`config.mk`:
```
export PLATFORM = sky130hd
export DESIGN_NAME = note_sequencer
export DESIGN_NICKNAME = d
export VERILOG_FILES = /design/src/rtl/note_seq_pkg.sv /design/src/rtl/seq_divider.sv /design/src/rtl/note_sequencer.sv
export SDC_FILE = /design/constraint.sdc
export NUM_CORES = 1
export LEC_CHECK = 0
export ABC_AREA = 0
export BUFFER_PORTS_ARGS = -buffer_cell sky130_fd_sc_hd__buf_4
export CORE_ASPECT_RATIO = 0.9
export CORE_UTILIZATION = 65
export CTS_CLUSTER_DIAMETER = 40
export CTS_CLUSTER_SIZE = 24
export DETAILED_ROUTE_END_ITERATION = 10
export HOLD_SLACK_MARGIN = 0.08
export PLACE_DENSITY = 0.84
export SLEW_MARGIN = 10
export SYNTH_ARGS = -nofsm -noshare
export SYNTH_HDL_FRONTEND = slang
export SYNTH_SLANG_ARGS = --single-unit
```
`constraint.sdc`:
```
create_clock -name CLK -period 18.2 [get_ports CLK]
set_input_delay 1.82 -clock CLK [delete_from_list [all_inputs] [get_ports CLK]]
set_output_delay 1.82 -clock CLK [all_outputs]
set_load 0.05 [all_outputs]
```
`src/rtl/note_seq_pkg.sv`:
```
// note_seq_pkg: shared opcodes, sequencer states, instruction fields and the
// 50 MHz base pitch table for the multi-voice note sequencer.
package note_seq_pkg;

    typedef enum logic [2:0] {
        S_IDLE,
        S_FETCH,
        S_WAIT,
        S_DECODE,
        S_HOLD,
        S_DIV,
        S_HALT
    } state_t;

    localparam logic [3:0] OP_END = 4'h0;
    localparam logic [3:0] OP_BPM = 4'h1;

    localparam int F_NOTE  = 15;
    localparam int F_CHORD = 14;
    localparam int F_VOICE = 12;
    localparam int F_LEN   = 8;
    localparam int F_VOL   = 6;
    localparam int F_OCT   = 4;

    // Octave-4 periods in clock cycles at 50 MHz, C4..B4
    localparam logic [17:0] BASE_PERIOD [12] = '{
        18'd191110, 18'd180388, 18'd170265, 18'd160705,
        18'd151685, 18'd143172, 18'd135139, 18'd127551,
        18'd120395, 18'd113636, 18'd107259, 18'd101238
    };

    function automatic logic [17:0] base_period(input logic [3:0] n);
        return (n < 4'd12) ? BASE_PERIOD[n] : 18'd0;
    endfunction

endpackage

```
`src/rtl/seq_divider.sv`:
```
// seq_divider: restoring 32/12-bit unsigned divider, one load cycle then
// 32 shift/subtract iterations; done pulses with the quotient valid.
module seq_divider (
    input  logic        CLK,
    input  logic        RST_N,
    input  logic        start,
    input  logic [31:0] dividend,
    input  logic [11:0] divisor,
    output logic        done,
    output logic [31:0] quotient
);

    logic [11:0] rem;
    logic [5:0]  cnt;
    logic        busy;
    logic [12:0] trial;
    logic        fits;

    assign trial = {rem, quotient[31]};
    assign fits  = trial >= {1'b0, divisor};

    always_ff @(posedge CLK or negedge RST_N) begin
        if (!RST_N) begin
            rem      <= '0;
            cnt      <= '0;
            busy     <= 1'b0;
            done     <= 1'b0;
            quotient <= '0;
        end else begin
            done <= 1'b0;
            if (start) begin
                rem      <= '0;
                quotient <= dividend;
                cnt      <= 6'd32;
                busy     <= 1'b1;
            end else if (busy) begin
                rem      <= fits ? 12'(trial - {1'b0, divisor}) : trial[11:0];
                quotient <= {quotient[30:0], fits};
                cnt      <= cnt - 6'd1;
                busy     <= cnt != 6'd1;
                done     <= cnt == 6'd1;
            end
        end
    end

endmodule

```
`src/rtl/note_sequencer.sv`:
```
// note_sequencer: fetches 16-bit instructions from SRAM and plays them on up
// to four square-wave voices with run-time tempo via a sequential divider.
module note_sequencer
    import note_seq_pkg::*;
#(
    parameter int CLK_HZ      = 50_000_000,
    parameter int VOICES      = 2,
    parameter int ADDR_W      = 18,
    parameter int SRAM_LAT    = 2,
    parameter int GAP_CYCLES  = 5_000_000,
    parameter int DEFAULT_BPM = 96
) (
    input  logic              CLK,
    input  logic              RST_N,
    input  logic              START,
    output logic [ADDR_W-1:0] SRAM_A,
    input  logic [15:0]       SRAM_D,
    output logic              SRAM_WE,
    output logic              SRAM_CE,
    output logic              SRAM_OE,
    output logic              SRAM_LB,
    output logic              SRAM_UB,
    output logic              SPEAKER,
    output logic [VOICES-1:0] VOICE_OUT,
    output logic              BUSY,
    output logic              DONE,
    output logic [ADDR_W-1:0] PC
);

    localparam logic [31:0] DIVIDEND     = 32'(longint'(CLK_HZ) * 60);
    localparam logic [31:0] DEFAULT_BEAT = 32'(longint'(CLK_HZ) * 60 / DEFAULT_BPM);
    localparam logic [31:0] GAP          = 32'(GAP_CYCLES);
    localparam logic [7:0]  LAT_M1       = 8'(SRAM_LAT - 1);
    localparam logic [2:0]  NV           = 3'(VOICES);
    localparam logic [1:0]  SEL_MAX      = 2'(VOICES - 1);
    localparam logic [ADDR_W-1:0] ADDR_ONE = ADDR_W'(1);

    state_t            state, nstate;
    logic [ADDR_W-1:0] addr, pc;
    logic [15:0]       ir;
    logic [31:0]       beat, hold_cnt, note_cycles, div_q;
    logic [7:0]        lat_cnt;
    logic [1:0]        sel;
    logic [VOICES-1:0] active;
    logic              div_start, div_done, start_ok;

    logic [3:0]  opc, len, note;
    logic [1:0]  voice, vol, oct;
    logic [11:0] bpm;
    logic        is_note, chord, note_ok, is_end, is_bpm;
    logic [17:0] new_period, new_hi;

    assign opc     = ir[15:12];
    assign is_note = ir[F_NOTE];
    assign chord   = ir[F_CHORD];
    assign voice   = ir[F_VOICE+:2];
    assign len     = ir[F_LEN+:4];
    assign vol     = ir[F_VOL+:2];
    assign oct     = ir[F_OCT+:2];
    assign note    = ir[3:0];
    assign bpm     = ir[11:0];
    assign is_end  = opc == OP_END;
    assign is_bpm  = opc == OP_BPM;
    assign note_ok = is_note && ({1'b0, voice} < NV);

    assign note_cycles = (beat >> 2) * 32'({1'b0, len} + 5'd1);
    assign new_period  = base_period(note) >> oct;
    assign new_hi      = (new_period >> 4) * 18'({1'b0, vol} + 3'd1);

    assign start_ok  = START && (state == S_IDLE || state == S_HALT);
    assign div_start = state == S_DECODE && is_bpm && bpm != 12'd0;

    seq_divider u_div (
        .CLK      (CLK),
        .RST_N    (RST_N),
        .start    (div_start),
        .dividend (DIVIDEND),
        .divisor  (bpm),
        .done     (div_done),
        .quotient (div_q)
    );

    always_comb begin
        nstate = state;
        case (state)
            S_IDLE, S_HALT: nstate = START ? S_FETCH : state;
            S_FETCH:        nstate = S_WAIT;
            S_WAIT:         nstate = (lat_cnt == '0) ? S_DECODE : S_WAIT;
            S_DECODE:       nstate = is_end ? S_HALT :
                                     div_start ? S_DIV :
                                     (note_ok && !chord && note_cycles > 32'd1) ? S_HOLD : S_FETCH;
            S_HOLD:         nstate = (hold_cnt <= 32'd1) ? S_FETCH : S_HOLD;
            S_DIV:          nstate = div_done ? S_FETCH : S_DIV;
            default:        nstate = S_IDLE;
        endcase
    end

    // HOLD is entered with noteCycles-1 so the next FETCH lands at DECODE+noteCycles
    always_ff @(posedge CLK or negedge RST_N) begin
        if (!RST_N) begin
            state    <= S_IDLE;
            addr     <= '0;
            pc       <= '0;
            ir       <= '0;
            beat     <= DEFAULT_BEAT;
            hold_cnt <= '0;
            lat_cnt  <= '0;
            sel      <= '0;
        end else begin
            state <= nstate;
            sel   <= (sel == SEL_MAX) ? 2'd0 : sel + 2'd1;
            if (start_ok) begin
                addr <= '0;
                beat <= DEFAULT_BEAT;
            end
            if (state == S_FETCH) lat_cnt <= LAT_M1;
            if (state == S_WAIT) begin
                lat_cnt <= lat_cnt - 8'd1;
                if (lat_cnt == '0) begin
                    ir   <= SRAM_D;
                    pc   <= addr;
                    addr <= addr + ADDR_ONE;
                end
            end
            if (state == S_DECODE) hold_cnt <= note_cycles - 32'd1;
            if (state == S_HOLD) hold_cnt <= hold_cnt - 32'd1;
            if (state == S_DIV && div_done) beat <= div_q;
        end
    end

    for (genvar i = 0; i < VOICES; i++) begin : g_voice
        logic [31:0] rem;
        logic [17:0] phase, period, hi;
        logic        silent, trig;

        assign trig = state == S_DECODE && note_ok && voice == 2'(i);

        always_ff @(posedge CLK or negedge RST_N) begin
            if (!RST_N) begin
                rem    <= '0;
                phase  <= '0;
                period <= '0;
                hi     <= '0;
                silent <= 1'b1;
            end else if (trig) begin
                rem    <= note_cycles;
                phase  <= '0;
                period <= new_period;
                hi     <= new_hi;
                silent <= note >= 4'd12;
            end else begin
                rem   <= (rem != '0) ? rem - 32'd1 : rem;
                phase <= (phase >= period - 18'd1) ? 18'd0 : phase + 18'd1;
            end
        end

        // Audible only while more than GAP cycles of the note remain
        assign VOICE_OUT[i] = !silent && rem > GAP && phase < hi;
        assign active[i]    = rem != '0;
    end

    always_comb begin
        SPEAKER = 1'b0;
        for (int k = 0; k < VOICES; k++)
            if (sel == 2'(k)) SPEAKER = VOICE_OUT[k];
    end

    assign SRAM_A  = addr;
    assign PC      = pc;
    assign BUSY    = !(state == S_IDLE || state == S_HALT);
    assign DONE    = state == S_HALT && active == '0;
    assign SRAM_WE = 1'b1;
    assign SRAM_CE = 1'b0;
    assign SRAM_OE = 1'b0;
    assign SRAM_LB = 1'b0;
    assign SRAM_UB = 1'b0;

endmodule
```
-- Word-level counts from Yosys, hierarchy flattened
Memory sizes are Yosys's and may differ from the RTL's.
Cells that the tools add are included.
- eq/ne operators: 12
- shift-type cells: 1
- add/subtract/negate cells: 15
- magnitude comparators: 13
- reductions and logical operators: 37
- mux-type cells: 42
- bitwise operators: 1
- $mul: 2
- operators with widths (operator ; count):
    $mux W32 ; 10
    $mux W18 ; 10
    $sub A32 B1 Y32 const B ; 4
    $gt A32 B23 Y1 const B ; 2
    $reduce_bool A32 Y1 ; 2
    $add A18 B1 Y18 const B ; 3
    $ge A18 B18 Y1 ; 2
    $lt A18 B18 Y1 ; 2
    $mux W12 ; 3
    $sub A18 B1 Y18 const B ; 2
    $gt A32 B1 Y1 const B ; 1
    $le A32 B1 Y1 const B ; 1
    $mul A30 B5 Y32 ; 1
    $mux W3 ; 6
    $pmux W3 S6 ; 1
    $shr A18 B2 Y18 ; 1
    $mul A14 B3 Y17 ; 1
    $mux W8 ; 2
    $logic_and A1 B1 Y1 ; 15
    $ge A13 B12 Y1 ; 1
    $mux W6 ; 2
    $reduce_bool A12 Y1 ; 1
    $reduce_bool A2 Y1 ; 6
    $sub A12 B12 Y12 ; 1
    other kinds (28) ; 43
- word-level logic and storage cells: 147
- bits in registers: 355
- memories kept: 1
- output and inout port bits: 46
- input bits: 19
- bits in read-only memories: 288
- memories (name ; words ; width ; read ports ; clocked after Yosys merged registers in ; write ports ; line ; text):
    (name not given) ; 16 ; 18 ; 1 ; 0 ; 0 ; note_seq_pkg.sv:33 ; return (n < 4'd12) ? BASE_PERIOD[n] : 18'd0;

-- Longest topological paths before layout
Gate-level depths: netlist of run 1.
- depth after elaboration: 8
- gate-level depth with buffers: 24
- gate-level depth less buffers: 23

-- By module
From an unflattened synthesis of run 1, not the netlist that was laid out.
- cell total of the unflattened synthesis: 3157
- area total of the unflattened synthesis: 26415.3 um^2
- by module, submodules not included (module ; times used ; area an instance (um^2) ; cells an instance ; sequential area each (um^2)):
    note_sequencer ; 1 ; 23343.6 ; 2825 ; 7500.9
    seq_divider ; 1 ; 3071.7 ; 332 ; 1301.2

-- Worst setup path after synthesis of run 1
Ideal clock, no wire load.
- path kind: reg-to-reg
- start: reg ir[8]
- end: reg state[2]
- setup slack: 12122 ps
- cell stages (with the launch flop): 24
- library setup time: 139 ps
- period minus slack after synthesis: 6078 ps
- data arrival time: 5939 ps
- data required time: 18061 ps
- path buffers: 4
- cells stage by stage: dfrtp_1 ha_1 xor2_1 clkbuf_1 clkbuf_1 and2_1 fa_1 fa_1 inv_1 fa_1 inv_1 ha_1 clkbuf_1 nand3_1 nor2_1 nand2_1 or3_1 clkbuf_1 a31oi_1 xor2_1 nor4_2 nor4b_1 a311o_1 nand3_1
- word-level cells in the longest chain between the ends: 8
- elaborated cells between the ends (all ways): 10
- those cells by class: add/sub (1); mul (1); order compare (1); mux (4); reduce/logical (3)
- ends and longest elaborated chain (item ; line ; text):
    from (decl) ; note_sequencer.sv:40 ; logic [15:0] ir;
    from (signal assigned) ; note_sequencer.sv:104 ; ir <= '0;
    from (signal assigned) ; note_sequencer.sv:120 ; ir <= SRAM_D;
    $add A4 B1 Y5 ; note_sequencer.sv:66 ; assign note_cycles = (beat >> 2) * 32'({1'b0, len} + 5'd1);
    $mul A30 B5 Y32 ; note_sequencer.sv:66 ;
    $gt A32 B1 Y1 ; note_sequencer.sv:91 ; (note_ok && !chord && note_cycles > 32'd1) ? S_HOLD : S_FETCH;
    $logic_and A1 B1 Y1 ; note_sequencer.sv:91 ;
    $mux W3 ; note_sequencer.sv:91 ;
    $mux W3 (*) ; note_sequencer.sv:90 ; div_start ? S_DIV :
    $mux W3 (*) ; note_sequencer.sv:89 ; S_DECODE: nstate = is_end ? S_HALT :
    $pmux W3 S6 (*) ; note_sequencer.sv:85 ; case (state)
    to (signal assigned) ; note_sequencer.sv:110 ; state <= nstate;
    to (decl) ; note_sequencer.sv:38 ; state_t state, nstate;
Every way passes the cells marked *; elsewhere a longest branch is shown, timed or not.
A chain may end at the register's enable or synchronous reset.

-- Worst setup path in the final report of run 1
- start: reg ir[8]
- end: reg state[0]
Same word-level chain as after synthesis.

==> results_dict.tcl, run 1 <==
set metrics [dict create \
    status "finished, final reports clean" \
    synth_compound_area_frac 0.138 \
    area_delta_synth_final_pct 10.1 \
    portBuffers 59 \
    htree_num_levels 2 \
    peakVddDrop_mv 0.115 \
    route.detailed.drc 0 \
    holdCritPathClass "flop to flop" \
    place_hpwl_um 47600 \
    grt_pass1_wl_um 109000 \
    post_route_cells_drive_above_1_share 0.0823 \
    p_per_area_nw_per_um2 65.4 \
    seq_area_frac_synth 0.338 \
    clk_pin_slew_ps 60 \
    clk_path_buf_depth 3 \
    hold_buffers 0 \
    dr.pass1.iters 6 \
    insertion_delay_ps 600 \
    postLayoutCellArea_um2 28700 \
    critPathMaxFanout 30 \
    grt_usage 0.336 \
    die_x_um 213 \
    post_cts_resized 0 \
    endpoint_kind "flop" \
    via_per_inst 6.15 \
    synth.area.mux_share 0.0329 \
    yosysTopAreaCellShare 0.323 \
    ant_nets 0 \
    drt_wl_total_um 66700 \
    async_flop_share 1.00 \
    ys_ff_latch 351 \
    cts_root_buf "clkbuf_16" \
    ys_types 86 \
    synth_area_um2 26100 \
    antenna_found_initial 0 \
    numCtsBuffers 51 \
    synth_xor_area_frac 0.0652 \
    crit_path_start_kind "flop" \
    drtIter0Drc 2012 \
    final_common_cell "nand2_1" \
    path_class "flop to flop" \
    worstMarginPinSlew_ps 1200 \
    drt-wirelength-per-cell_um 18.3 \
    fin_crit_ps 7530 \
    worstPathRequired_ps 18640 \
    yosysWarningCount 0 \
    synth_cells 3073 \
    start_util 0.659 \
    synth-main-ff-cell "dfrtp_1" \
    grt_pass1_vias 21800 \
    placement_rows 69 \
    io_pins 65 \
    diodes 0 \
    placed_area_um2 26800 \
    ys_top_cells_by_area "dfrtp_1 32%, ha_1 7.4%, fa_1 7.4%" \
    setup_tns_ps 0 \
    vias 22400 \
    finalCritPeriodShare 0.414 \
    mostFrequentLayoutCells "458 x nand2_1, 335 x dfrtp_1, 273 x nor2_1" \
    synth_enable_flop_cells 0 \
    drv_cap 0 \
    synth_area_per_cell_um2 8.48 \
    slew_violations 0 \
    cp.arrival_ps 7970 \
    synth_area_leader_cell "dfrtp_1" \
    skew_ps 16.2 \
    die_h_um 192 \
    hold_violations 0 \
    core-area_um2 39500 \
    finalWeightedCongestion 0.939 \
    fmax_ghz 0.133 \
    setup_viol 0 \
    grt-ovfl-total 0 \
    slew_headroom 0.198 \
    yosys.area_share.adder 0.148 \
    nNetsFinal 3338 \
    grt_max_degree 179 \
    synthSimpleGateAreaFrac 0.226 \
    die-area_um2 40900 \
    tritoncts "done" \
    postCtsSetupRepairBufs 0 \
    synth_top_family_by_area "simple AND/OR/NAND/NOR gates" \
    cts.sinks 351 \
    rsz0062_at_grt "no" \
    leakage_nw 14.2 \
]
## synth_stat cells (6+ instances only)
| cell type | count |
|---|---|
| a21oi_1 | 129 |
| xor2_1 | 89 |
| o21bai_1 | 7 |
| nor3b_1 | 8 |
| a221oi_1 | 7 |
| clkbuf_1 | 128 |
| nor2b_1 | 31 |
| a211oi_1 | 21 |
| o211ai_1 | 18 |
| o2111ai_1 | 6 |
| xnor2_1 | 105 |
| nand3_1 | 93 |
| or3_1 | 16 |
| or4_1 | 10 |
| nor4_1 | 35 |
| mux2i_1 | 53 |
| nand2b_1 | 26 |
| o22ai_1 | 15 |
| nand4_1 | 33 |
| a21o_1 | 42 |
| o31ai_1 | 15 |
| mux2_2 | 29 |
| a31oi_1 | 23 |
| o21a_1 | 17 |
| nand2_1 | 458 |
| fa_1 | 96 |
| buf_1 | 6 |
| and2_1 | 107 |
| ha_1 | 155 |
| dfrtp_1 | 336 |
| nor3_1 | 78 |
| dfstp_2 | 15 |
| nor2_1 | 274 |
| o21ai_0 | 228 |
| or2_2 | 10 |
| inv_1 | 215 |
| nand3b_1 | 16 |
| and3_1 | 19 |
## through the flow
step	hold WS, ps	instances	total power, mW	util	setup WS, ps
after detailed placement	455	3547	0.817	0.678	10890
final	460	3643	1.88	0.726	10670
after global routing	506	3643	1.93	0.726	10080
after global placement	436	3547	0.816	0.678	11020
after CTS	463	3643	1.89	0.726	10890
after floorplan	425	3076	0.798	-	12120
## state kept, by name, summed over array words and instances (netlist names), 6 cells and up
| name | cells |
|---|---|
| lat_cnt | 8 |
| g_voice.hi | 34 |
| PC | 18 |
| g_voice.rem | 64 |
| SRAM_A | 18 |
| ir | 16 |
| g_voice.period | 36 |
| u_div.cnt | 6 |
| u_div.rem | 12 |
| beat | 30 |
| hold_cnt | 32 |
| u_div.quotient | 32 |
| g_voice.phase | 36 |
## layer usage
layer	track usage	wire length (um)
met3	0.0693	5300
met1	0.465	29200
met5	0	0
met2	0.525	30300
met4	0.115	1880
## cell type report
type / instances / area [um2]
Multi-Input combinational cell: 2367 / 15900
Fill cell: 2859 / 10800
Sequential cell: 351 / 8800
Clock buffer: 57 / 1370
Inverter: 219 / 822
Tap cell: 532 / 666
Timing Repair Buffer: 78 / 606
Clock inverter: 39 / 509
## cell families after synthesis
family / Yosys count
and+or+nand+nor: 1245
AOI/OAI and AO/OA: 590
buffers and inverters: 358
DFF: 351
adders and majority gates: 251
xor gates and xnor gates: 194
muxes: 82
other: 2
## power breakdown
part / switching [mW] / internal [mW]
clock network: 0.405 / 0.670
registers: 0 / 0.781
logic: 0.0178 / 0.00320
total: 0.423 / 1.45
## critical path, cell delays in order (launching register included)
cell      delay, ps
dfrtp_1         520
clkinv_1        750
ha_1            910
and2_1          330
fa_1            470
inv_1            50
fa_1            530
inv_1            40
ha_1            400
a21oi_1         210
o21ai_1         180
nand2b_1        190
a221oi_1        750
nand2_1         190
o311ai_1       1030
nor2_1          240
and2_1          250
a31oi_1         170
o221ai_1        140
## final timing paths
kind,slack (ps),depth (start not counted),end,start
setup reg to reg,10670,18,state[0],ir[8]
min in group asynchronous,1250,1,sel[0],RST_N
setup / recovery,10670,18,state[0],ir[8]
max in group asynchronous,15440,2,hold_cnt[4],RST_N
hold reg to reg,460,1,sel[0],sel[0]
hold / removal,460,1,sel[0],sel[0]
Power figures use the tool's default switching activity.
==> run 2: changes to the inputs <==
Settings changed: CORE_UTILIZATION 65 to 64, PLACE_DENSITY 0.84 to 0.83.
Clock period 18.2 ns to 7.5 ns, I/O delays scaled along.
==> results_dict.tcl, run 2 (synthesized netlist as in run 1, its figures left out) <==
set metrics [dict create \
    status "finished, final reports clean" \
    vias 22400 \
    leakage_nw 14.1 \
    cp.arrival_ps 7290 \
    critPathMaxFanout 17 \
    die_h_um 193 \
    netSwitchingFraction 0.244 \
    endpoint_kind "flop" \
    path_cells "ha_1, and3_1, and2_1, fa_1, fa_1, inv_1, fa_1, inv_1, ha_1, a21oi_1, o21ai_1, nand2b_1, a221oi_1, a31oi_1, xor2_1, nor4_2, nor4b_1, a311o_1, nand3_1" \
    ff2ff_setup_slack_ps 620 \
    top_regs "g_voice.rem: 64 flops, g_voice.period: 36 flops, g_voice.phase: 36 flops" \
    mostFrequentLayoutCells "458 x nand2_1, 335 x dfrtp_1, 273 x nor2_1" \
    postLayoutCellArea_um2 28600 \
    cp.depth 19 \
    cp_num_buf_inv 2 \
    peakVddDrop_mv 0.270 \
    tritoncts "done" \
    worstMarginPinSlew_ps 1160 \
    dr.pass1.iters 6 \
    p_clk_frac 0.544 \
    combPwrFrac 0.012 \
    p_per_area_nw_per_um2 149 \
    switchingPower_mw 1.04 \
    cpMaxStageDelayCell "a221oi_1" \
    setup_tns_ps 0 \
    p_int_mw 3.23 \
    via_per_inst 6.14 \
    place_hpwl_um 48500 \
    r2r_cells 19 \
    top_register "g_voice.rem" \
    drt_wl_total_um 68000 \
    post_route_cells_drive_above_1_share 0.0837 \
    grt_usage 0.329 \
    start_util 0.655 \
    holdCritPathClass "input port to flop" \
    setup_viol 0 \
    clk_pin_slew_ps 60 \
    antenna_found_initial 0 \
    largest_register_ffs 64 \
    seqPwrFrac 0.443 \
    max_stage_delay_ps 760 \
    cts_root_buf "clkbuf_16" \
    grt_max_degree 164 \
    post_cts_resized 0 \
    grt_pass1_wl_um 112000 \
    n_fill_cell 2942 \
    path_class "flop to flop" \
    power_mw 4.27 \
    rsz0062_at_grt "no" \
    ant_nets 0 \
    drv_cap 0 \
    postCtsSetupRepairBufs 0 \
    placed_area_um2 26900 \
    placement_rows 69 \
    numCtsBuffers 48 \
    grt-ovfl-total 0 \
    drtIter0Drc 2093 \
    skew_ps 23.2 \
    holdCritStartpoint "SRAM_D[0]" \
    worstPathRequired_ps 7910 \
    core-area_um2 39800 \
    slew_headroom 0.226 \
    clk_path_buf_depth 3 \
    die_x_um 215 \
    area_delta_synth_final_pct 9.74 \
    finalCritPeriodShare 0.917 \
    finalWeightedCongestion 0.952 \
    crit_path_start_kind "flop" \
    io_pins 65 \
    fmax_ghz 0.145 \
    htree_num_levels 2 \
    grt_pass1_vias 22200 \
    cpLargestDelayFamily "adder cells" \
    hold_buffers 1 \
    final_common_cell "nand2_1" \
    hold_violations 0 \
    crit_top_cell "fa_1" \
    route.detailed.drc 0 \
    hold_depth 3 \
    min_to "ir[0]" \
    drt-wirelength-per-cell_um 18.6 \
    reg2reg_from "ir[8]" \
    rr_endpoint "state[2]" \
    portBuffers 59 \
    cts.sinks 351 \
    nNetsFinal 3350 \
    diodes 0 \
    insertion_delay_ps 600 \
    fin_crit_ps 6880 \
    slew_violations 0 \
    die-area_um2 41500 \
]
==> run 2: worst reg2reg max path, cell delays in order (launching register included) <==
cell and delay [ps]:
dfrtp_1 500, ha_1 240, and3_1 500, and2_1 240
fa_1 420, fa_1 560, inv_1 60, fa_1 520
inv_1 40, ha_1 390, a21oi_1 190, o21ai_1 170
nand2b_1 200, a221oi_1 760, a31oi_1 340, xor2_1 260
nor4_2 450, nor4b_1 530, a311o_1 260, nand3_1 80
==> run 2: how the worst max path moves through the flow <==
stage | slack, ps | start | end
6_report | 620 | ir[8] | state[2]
5_1_grt | 220 | ir[8] | state[0]
4_1_cts | 700 | ir[8] | state[2]
3_5_place_dp | 730 | ir[8] | state[2]
3_3_place_gp | 840 | ir[8] | state[2]
2_1_floorplan | 1420 | ir[8] | state[2]
==> run 2: power groups by stage <==
stage                     sequential [mW]  clock (mW)  combinational (mW)
after floorplan                      1.93           0             0.00757
after global placement               1.93           0              0.0540
after detailed placement             1.93           0              0.0545
after CTS                            1.89        2.36              0.0556
after global routing                 1.89        2.42              0.0615
final                                1.89        2.33              0.0530
==> run 2: final cells by class <==
class	instances	area [um2]	area share
well taps	532	666	0.0233
multi-input cells	2367	15900	0.557
clock buffers	53	1250	0.0437
flip-flops and latches	351	8800	0.308
repair buffers	93	733	0.0256
clock inverters	36	395	0.0138
inverters	219	822	0.0287
==> run 2: per-layer routing <==
layer	track usage	vias up	share of wire
li1	-	10500	-
met1	0.437	11000	0.43
met2	0.538	811	0.47
met3	0.0656	143	0.080
met4	0.110	0	0.026
met5	0	-	0
==> run 2: through the flow <==
stage / std cells / worst slack (ps) / hold slack, ps / util
6_report: 3651 / 622 / 357 / 0.719
5_1_grt: 3651 / 220 / 390 / 0.719
4_1_cts: 3651 / 704 / 336 / 0.719
3_5_place_dp: 3561 / 729 / 450 / 0.677
3_3_place_gp: 3561 / 842 / 435 / 0.677
2_1_floorplan: 3076 / 1420 / 425 / -
